File: config.mk
export PLATFORM = sky130hd
export DESIGN_NAME = freq_div_monitor
export DESIGN_NICKNAME = d
export VERILOG_FILES = /design/src/rtl/freq_div_monitor.sv
export SDC_FILE = /design/constraint.sdc
export NUM_CORES = 1
export LEC_CHECK = 0
export CORE_ASPECT_RATIO = 1.1
export CORE_MARGIN = 8
export CORE_UTILIZATION = 55
export DETAILED_ROUTE_END_ITERATION = 10
export MAX_ROUTING_LAYER = met4
export PLACE_DENSITY = 0.81
export SETUP_SLACK_MARGIN = 0.5
export SYNTH_ARGS = -nofsm -noshare
export SYNTH_HDL_FRONTEND = slang
export SYNTH_SLANG_ARGS = --single-unit
File: constraint.sdc
create_clock -name clk -period 5.88 [get_ports clk]
set_input_delay 0.882 -clock clk [delete_from_list [all_inputs] [get_ports clk]]
set_output_delay 0.882 -clock clk [all_outputs]
set_load 0.05 [all_outputs]
File: src/rtl/freq_div_monitor.sv
// Samples a divided clock as data in the clk domain, emits edge strobes,
// measures period/high time and tracks lock against the expected divide ratio.
//
// state  | meaning
// IDLE   | waiting for first clk_in rise; cnt held at 0
// ACQ    | measuring, counting consecutive good periods
// LOCKED | LOCK_CNT consecutive good periods seen
module freq_div_monitor #(
  parameter int CNT_W    = 16,
  parameter int EXP_DIV  = 4,
  parameter int TOL      = 0,
  parameter int LOCK_CNT = 4,
  parameter int TIMEOUT  = 64
) (
  input  logic             clk,
  input  logic             rst,
  input  logic             clk_in,
  input  logic             clr,
  output logic             rise_pulse,
  output logic             fall_pulse,
  output logic [CNT_W-1:0] period,
  output logic [CNT_W-1:0] high_time,
  output logic             period_valid,
  output logic             locked,
  output logic             err_pulse,
  output logic             timeout_pulse
);

  typedef enum logic [1:0] {IDLE, ACQ, LOCKED} state_t;

  localparam int GW = $clog2(LOCK_CNT + 1);
  localparam int LO_I = (EXP_DIV > TOL) ? (EXP_DIV - TOL) : 0;
  localparam logic [CNT_W-1:0] LO_LIM = CNT_W'(LO_I);
  localparam logic [CNT_W-1:0] HI_LIM = CNT_W'(EXP_DIV + TOL);
  localparam logic [CNT_W-1:0] TMO    = CNT_W'(TIMEOUT);
  localparam logic [GW-1:0]    LOCK_N = GW'(LOCK_CNT);

  logic s1, s2, s3;
  logic [1:0] prime;
  logic rise_det, fall_det;
  state_t state, state_nx;
  logic [CNT_W-1:0] cnt, cnt_nx;
  logic [GW-1:0] good_cnt, good_nx, good_inc;
  logic good_per, err_nx, tmo_nx, seen_first;

  // Edge detection stays off until s2 and s3 both hold real samples, so
  // leaving reset with clk_in already high does not look like a rise.
  always_ff @(posedge clk or negedge rst) begin
    if (!rst) begin
      s1    <= 1'b0;
      s2    <= 1'b0;
      s3    <= 1'b0;
      prime <= 2'd0;
    end else begin
      s1 <= clk_in;
      s2 <= s1;
      s3 <= s2;
      if (prime != 2'd3) prime <= prime + 2'd1;
    end
  end

  assign rise_det   = (prime == 2'd3) &  s2 & ~s3;
  assign fall_det   = (prime == 2'd3) & ~s2 &  s3;
  assign seen_first = (state != IDLE);
  assign good_per   = (period >= LO_LIM) && (period <= HI_LIM);
  assign good_inc   = good_cnt + GW'(1);
  assign locked     = (state == LOCKED);

  always_comb begin
    state_nx = state;
    good_nx  = good_cnt;
    cnt_nx   = cnt;
    err_nx   = 1'b0;
    tmo_nx   = 1'b0;
    if (rise_det)          cnt_nx = CNT_W'(1);
    else if (state == IDLE) cnt_nx = '0;
    else if (cnt != TMO)   cnt_nx = cnt + CNT_W'(1);
    case (state)
      IDLE: begin
        if (rise_det) begin
          state_nx = ACQ;
          good_nx  = '0;
        end
      end
      ACQ: begin
        if (period_valid) begin
          if (good_per) begin
            good_nx = good_inc;
            if (good_inc == LOCK_N) state_nx = LOCKED;
          end else begin
            good_nx = '0;
            err_nx  = 1'b1;
          end
        end
      end
      LOCKED: begin
        if (period_valid && !good_per) begin
          state_nx = ACQ;
          good_nx  = '0;
          err_nx   = 1'b1;
        end
      end
      default: state_nx = IDLE;
    endcase
    // A rise in the same cycle wins over the timeout.
    if (seen_first && !rise_det && cnt == TMO) begin
      state_nx = IDLE;
      good_nx  = '0;
      cnt_nx   = '0;
      err_nx   = 1'b0;
      tmo_nx   = 1'b1;
    end
  end

  always_ff @(posedge clk or negedge rst) begin
    if (!rst) begin
      state         <= IDLE;
      cnt           <= '0;
      good_cnt      <= '0;
      period        <= '0;
      high_time     <= '0;
      rise_pulse    <= 1'b0;
      fall_pulse    <= 1'b0;
      period_valid  <= 1'b0;
      err_pulse     <= 1'b0;
      timeout_pulse <= 1'b0;
    end else if (clr) begin
      state         <= IDLE;
      cnt           <= '0;
      good_cnt      <= '0;
      period        <= '0;
      high_time     <= '0;
      rise_pulse    <= 1'b0;
      fall_pulse    <= 1'b0;
      period_valid  <= 1'b0;
      err_pulse     <= 1'b0;
      timeout_pulse <= 1'b0;
    end else begin
      state         <= state_nx;
      cnt           <= cnt_nx;
      good_cnt      <= good_nx;
      rise_pulse    <= rise_det;
      fall_pulse    <= fall_det;
      period_valid  <= rise_det && seen_first;
      err_pulse     <= err_nx;
      timeout_pulse <= tmo_nx;
      if (rise_det && seen_first) period    <= cnt;
      if (fall_det && seen_first) high_time <= cnt;
    end
  end

endmodule
Word level (Yosys, flattened, before mapping)
Cells that the tools add are included.
{"block": "op_classes", "n_addsub": 3, "order_cmp": 2, "eq_ne": 12, "muxes": 35, "bitwise_logic": 6, "reduce_logical": 16}
{"cell": "two-way mux 16 bit", "n": 9}
{"cell": "two-way mux 3 bit", "n": 6}
{"cell": "adder 16 x 1 -> 16 bit (second input constant)", "n": 1}
{"cell": "== test 16 x 7 -> 1 bit (second input constant)", "n": 1}
{"cell": "greater-or-equal comparator 16 x 3 -> 1 bit (second input constant)", "n": 1}
{"cell": "<= comparator 16 x 3 -> 1 bit (second input constant)", "n": 1}
{"cell": "!= test 16 x 7 -> 1 bit (second input constant)", "n": 1}
{"cell": "two-way mux 2 bit", "n": 7}
{"cell": "!= test 4 bit (second input constant)", "n": 3}
{"cell": "two-way mux 1 bit", "n": 10}
{"cell": "nonzero test 5 bit", "n": 2}
{"cell": "one-hot mux 3 bit (3 select lines)", "n": 1}
{"cell": "logical AND 1 bit", "n": 6}
{"cell": "one-hot mux 2 bit (3 select lines)", "n": 1}
{"cell": "nonzero test 2 bit", "n": 3}
{"cell": "AND reduction 5 bit", "n": 1}
{"cell": "AND 1 bit", "n": 4}
{"cell": "== test 2 bit (second input constant)", "n": 2}
{"cell": "!= test 4 x 2 -> 1 bit (second input constant)", "n": 1}
{"cell": "!= test 4 x 3 -> 1 bit (second input constant)", "n": 1}
{"cell": "AND reduction 4 bit", "n": 1}
{"cell": "adder 3 x 1 -> 3 bit (second input constant)", "n": 1}
{"cell": "== test 3 bit (second input constant)", "n": 1}
{"cell": "adder 2 x 1 -> 2 bit (second input constant)", "n": 1}
{"cell": "6 further kinds", "n": 8}
{"block": "totals", "reg_bits": 63, "inputBits": 4, "output_inout_bits": 38, "elab_cells": 88}

Longest topological paths before layout
{"block": "logic_depth", "depth_word": 8, "depth_mapped": 9, "ltp_nobuf": 8}

Worst setup path after synthesis
Ideal clock, no wire load.
{"block": "synth_path", "kind": "register to register", "startpoint": "register cnt[0]", "endpoint": "register cnt[11]", "setup_ns": 0.119, "t_arrival_ns": 2.146, "t_required_ns": 5.761, "setup_slack_ns": 3.615, "path_stages_with_launch": 10, "n_path_buf": 1, "synth_period_minus_slack_ns": 2.265, "cell_sequence": "dfrtp_1 inv_1 ha_1 or4b_4 or4b_4 nor2_2 nor2_1 nand2_2 buf_4 nor2_1"}
{"block": "synth_between", "elab_chain_len": 6, "elab_cells_between_ends": 10, "cone_classes": "add/sub (1); eq/ne (2); mux (5); reduce/logical (2)"}
{"item": "start, declared", "line": "42", "text": "logic [CNT_W-1:0] cnt, cnt_nx;"}
{"item": "start signal, assigned", "line": "140", "text": "cnt <= cnt_nx;"}
{"item": "adder 16 x 1 -> 16 bit", "line": "77", "text": "else if (cnt != TMO) cnt_nx = cnt + CNT_W'(1);"}
{"item": "two-way mux 16 bit", "line": "77"}
{"item": "two-way mux 16 bit", "line": "76", "text": "else if (state == IDLE) cnt_nx = '0;"}
{"item": "two-way mux 16 bit", "line": "75", "text": "if (rise_det) cnt_nx = CNT_W'(1);"}
{"item": "two-way mux 16 bit", "line": "106", "text": "if (seen_first && !rise_det && cnt == TMO) begin"}
{"item": "two-way mux 16 bit", "line": "127", "text": "end else if (clr) begin"}
Several ways; a longest one is shown, not always the timed one. The select of a mux whose other input is x is not followed.
A chain may end at the register's enable or synchronous reset.

Worst setup path after layout
{"block": "layout_path", "startpoint": "register state[0]", "endpoint": "output locked"}
{"block": "layout_between", "elab_chain_len": 1}
{"item": "start, declared", "line": "41", "text": "state_t state, state_nx;"}
{"item": "start signal, assigned", "line": "139", "text": "state <= state_nx;"}
{"item": "== test 2 bit", "line": "67", "text": "assign locked = (state == LOCKED);"}
{"item": "end, declared", "line": "24", "text": "output logic locked,"}
Every way passes these cells.

==> metrics.txt <==
result of the run=finished clean; Clock Skew=0.00508 ns; setup slack after layout=3.02 ns; Vias per Instance=about 6; number of global-route vias before repair=approximately 2000; fin area=between 0.003 and 0.004 mm2; Worst Reg-to-Reg Cells=8; H-Tree Depth=3; # rows=27; Slew headroom=0.210; core outline area=around 0.0049 mm2; crit path cell chain=inv_1 -> ha_1 -> clkdlybuf4s50_1; synthesis-stage register bit count=between 60 and 70; Clock Sinks=63; Arr. time, crit path=just under 2 ns; endpoint class of the critical path=primary output; P_leak=1.53 nW; crit path buf inv count=2; Hold WS=about 0.35 ns; Starting Density=0.561; Final Net Count=298; Setup TNS Final=0 ns; synth unique cells=44; syn avg cell area=~12 um2; cell taking the most area after synthesis=dfrtp_1; worst skew pair latency=about 0.33 ns; DRC=0; worst slew pin tran=around 1.2 ns; power per standard cell area=approximately 280 mW/mm2; TritonCTS buffer count=9; Critical-path top delay cell=clkdlybuf4s50_1; Synth-to-Final Area Change=23.4%; critical path class=reg -> out; Yosys top cell area share=0.570; CP delay by family, top=buffers and inverters; worst hold path type=reg -> reg; yosys synthesis warning count=0; final period utilization=0.486; Core Util, Final=0.692; root buf cell=clkbuf_8; Final min period=~2.9 ns; commonest non-fill, non-tap cells in the layout=63 x dfrtp_1, 40 x clkdlybuf4s50_1, 30 x a22o_1; gpl congestion=roughly 0.84; fmax=roughly 0.35 GHz; Final HPWL DP=4190 um; Seq/Total Area, Yosys=0.570; data required time of the critical path=about 5 ns; WP depth=3; CP Launch Type=register; CTS tree=built; Area after DPL=between 0.003 and 0.004 mm2; total power=between 0.9 and 1 mW; Clock Pin Slew Worst Setup and Hold Paths=about 0.06 ns; Max Cap Viol=0; initial antenna violation count=0; largest net degree at the start of global routing=64; Die H=between 90 and 100 um; Total GRT Usage=0.174; Slew Viols, Final=0; first-pass GRT wire length=around 10000 um; I/O Buffers=41; CTS Hold Bufs=0; Max FO, Critical Path=7; fraction of layout cells with a size suffix above 1=0.104; post-synthesis cell count=~240; die area=0.00756 mm2; Top Ports=42; Synth Flop Type=dfrtp_1; setup violators final=0; hold path depth=0; WL final=6170 um; mapped cell area=~0.0028 mm2; Detail Route Antenna Nets=0; post-CTS sizing=0; antenna diode count=0; EDFF count, synth=0; dpl ws=between 3 and 4 ns; total grt overflow=0; initial DRC count=131; asr flop ratio synth=1.00; maximum vdd ir drop=approximately 170 uV; unrepaired setup endpoints after global routing=false; syn nets=about 250; setup bufs post-CTS=0; max incr delay on CP=between 0.8 and 0.9 ns; commonest non-fill, non-tap cell in the layout=dfrtp_1; drt pass-1 iters=4; # placed instances=332; Final Non-Filler Cells=346; die width=roughly 84 um; top cells by area, synth=dfrtp_1 57%, a22o_1 9.5%, ha_1 4.1%, nor2_1 3.9%, xor2_1 2.8%; Clock Path Buffers=2; DR WL/cell=about 18 um; final hold violations=0; via count=around 2000
worst reg2reg max path, cell delays in order, from the launching register on:
cell	delay, ns
dfrtp_1	0.49
inv_1	0.10
ha_1	0.14
or4b_4	0.46
or4b_4	0.56
nor2_2	0.17
nor2_1	0.11
nand2_2	0.28
nor2_1	0.10
state kept, by name, summed over array words and instances, names as in the netlist, 2 cells and up:
register	cells
cnt	16
high_time	16
period	16
good_cnt	3
prime	2
state	2
path summary, 6_finish.rpt:
kind / startpoint / end / slack [ns]
setup / recovery: state[0]$_DFFE_PN0P_ / locked / 3.02
hold / removal: s1$_DFF_PN0_ / s2$_DFF_PN0_ / 0.35
setup reg to reg: cnt[0]$_DFFE_PN0P_ / cnt[12]$_DFFE_PN0P_ / 3.35
hold reg to reg: s1$_DFF_PN0_ / s2$_DFF_PN0_ / 0.35
max in group asynchronous: rst / high_time[13]$_DFFE_PN0P_ / 4.67
min in group asynchronous: rst / high_time[4]$_DFFE_PN0P_ / 0.70
final cells by class:
class / instances / area (um2)
inverters: 8 / 30.0
multi-input cells: 159 / 1120
repair buffers: 44 / 428
clock buffers: 14 / 183
well taps: 58 / 72.6
flip-flops and latches: 63 / 1580
fillers: 364 / 1520
synth_stat cells (3+ instances only):
master	number
ha_1	9
nand2_1	12
nand3_1	7
and3_1	4
clkbuf_1	5
nor2_1	29
nand3b_1	3
xnor2_1	7
a22o_1	30
nor4_1	4
a21oi_1	3
xor2_1	9
inv_1	8
nor3_1	7
dfrtp_1	63
o21ai_0	5
power by group:
group	leakage [nW]	internal (mW)	switching (mW)
sequential	0.860	0.444	0.0125
clock	0.0946	0.195	0.149
combinational	0.573	0.0548	0.108
kinds of logic (layout without fill, tap and decap cells):
| kind of cell | after synthesis | count (layout) | share of synthesized area |
|---|---|---|---|
| AOI/OAI and AO/OA | 50 | 50 | 0.150 |
| xor gates and xnor gates | 16 | 16 | 0.0507 |
| adders and majority gates | 9 | 9 | 0.0407 |
| buffers and inverters | 16 | 66 | 0.0235 |
| DFF | 63 | 63 | 0.570 |
| muxes | 2 | 2 | 0.00769 |
| and+or+nand+nor | 82 | 82 | 0.158 |
per-layer routing:
| metal | GRT usage | wire [um] | vias to the layer above | part of all wire |
|---|---|---|---|---|
| met4 | 0.0576 | 24 | 0 | 0.0039 |
| met2 | 0.254 | 3000 | 63 | 0.49 |
| met1 | 0.220 | 2770 | 1013 | 0.45 |
| li1 | - | - | 947 | - |
| met3 | 0.0587 | 369 | 2 | 0.060 |
| met5 | - | 0 | - | 0 |
No activity file was read; power rests on OpenSTA's default activity.
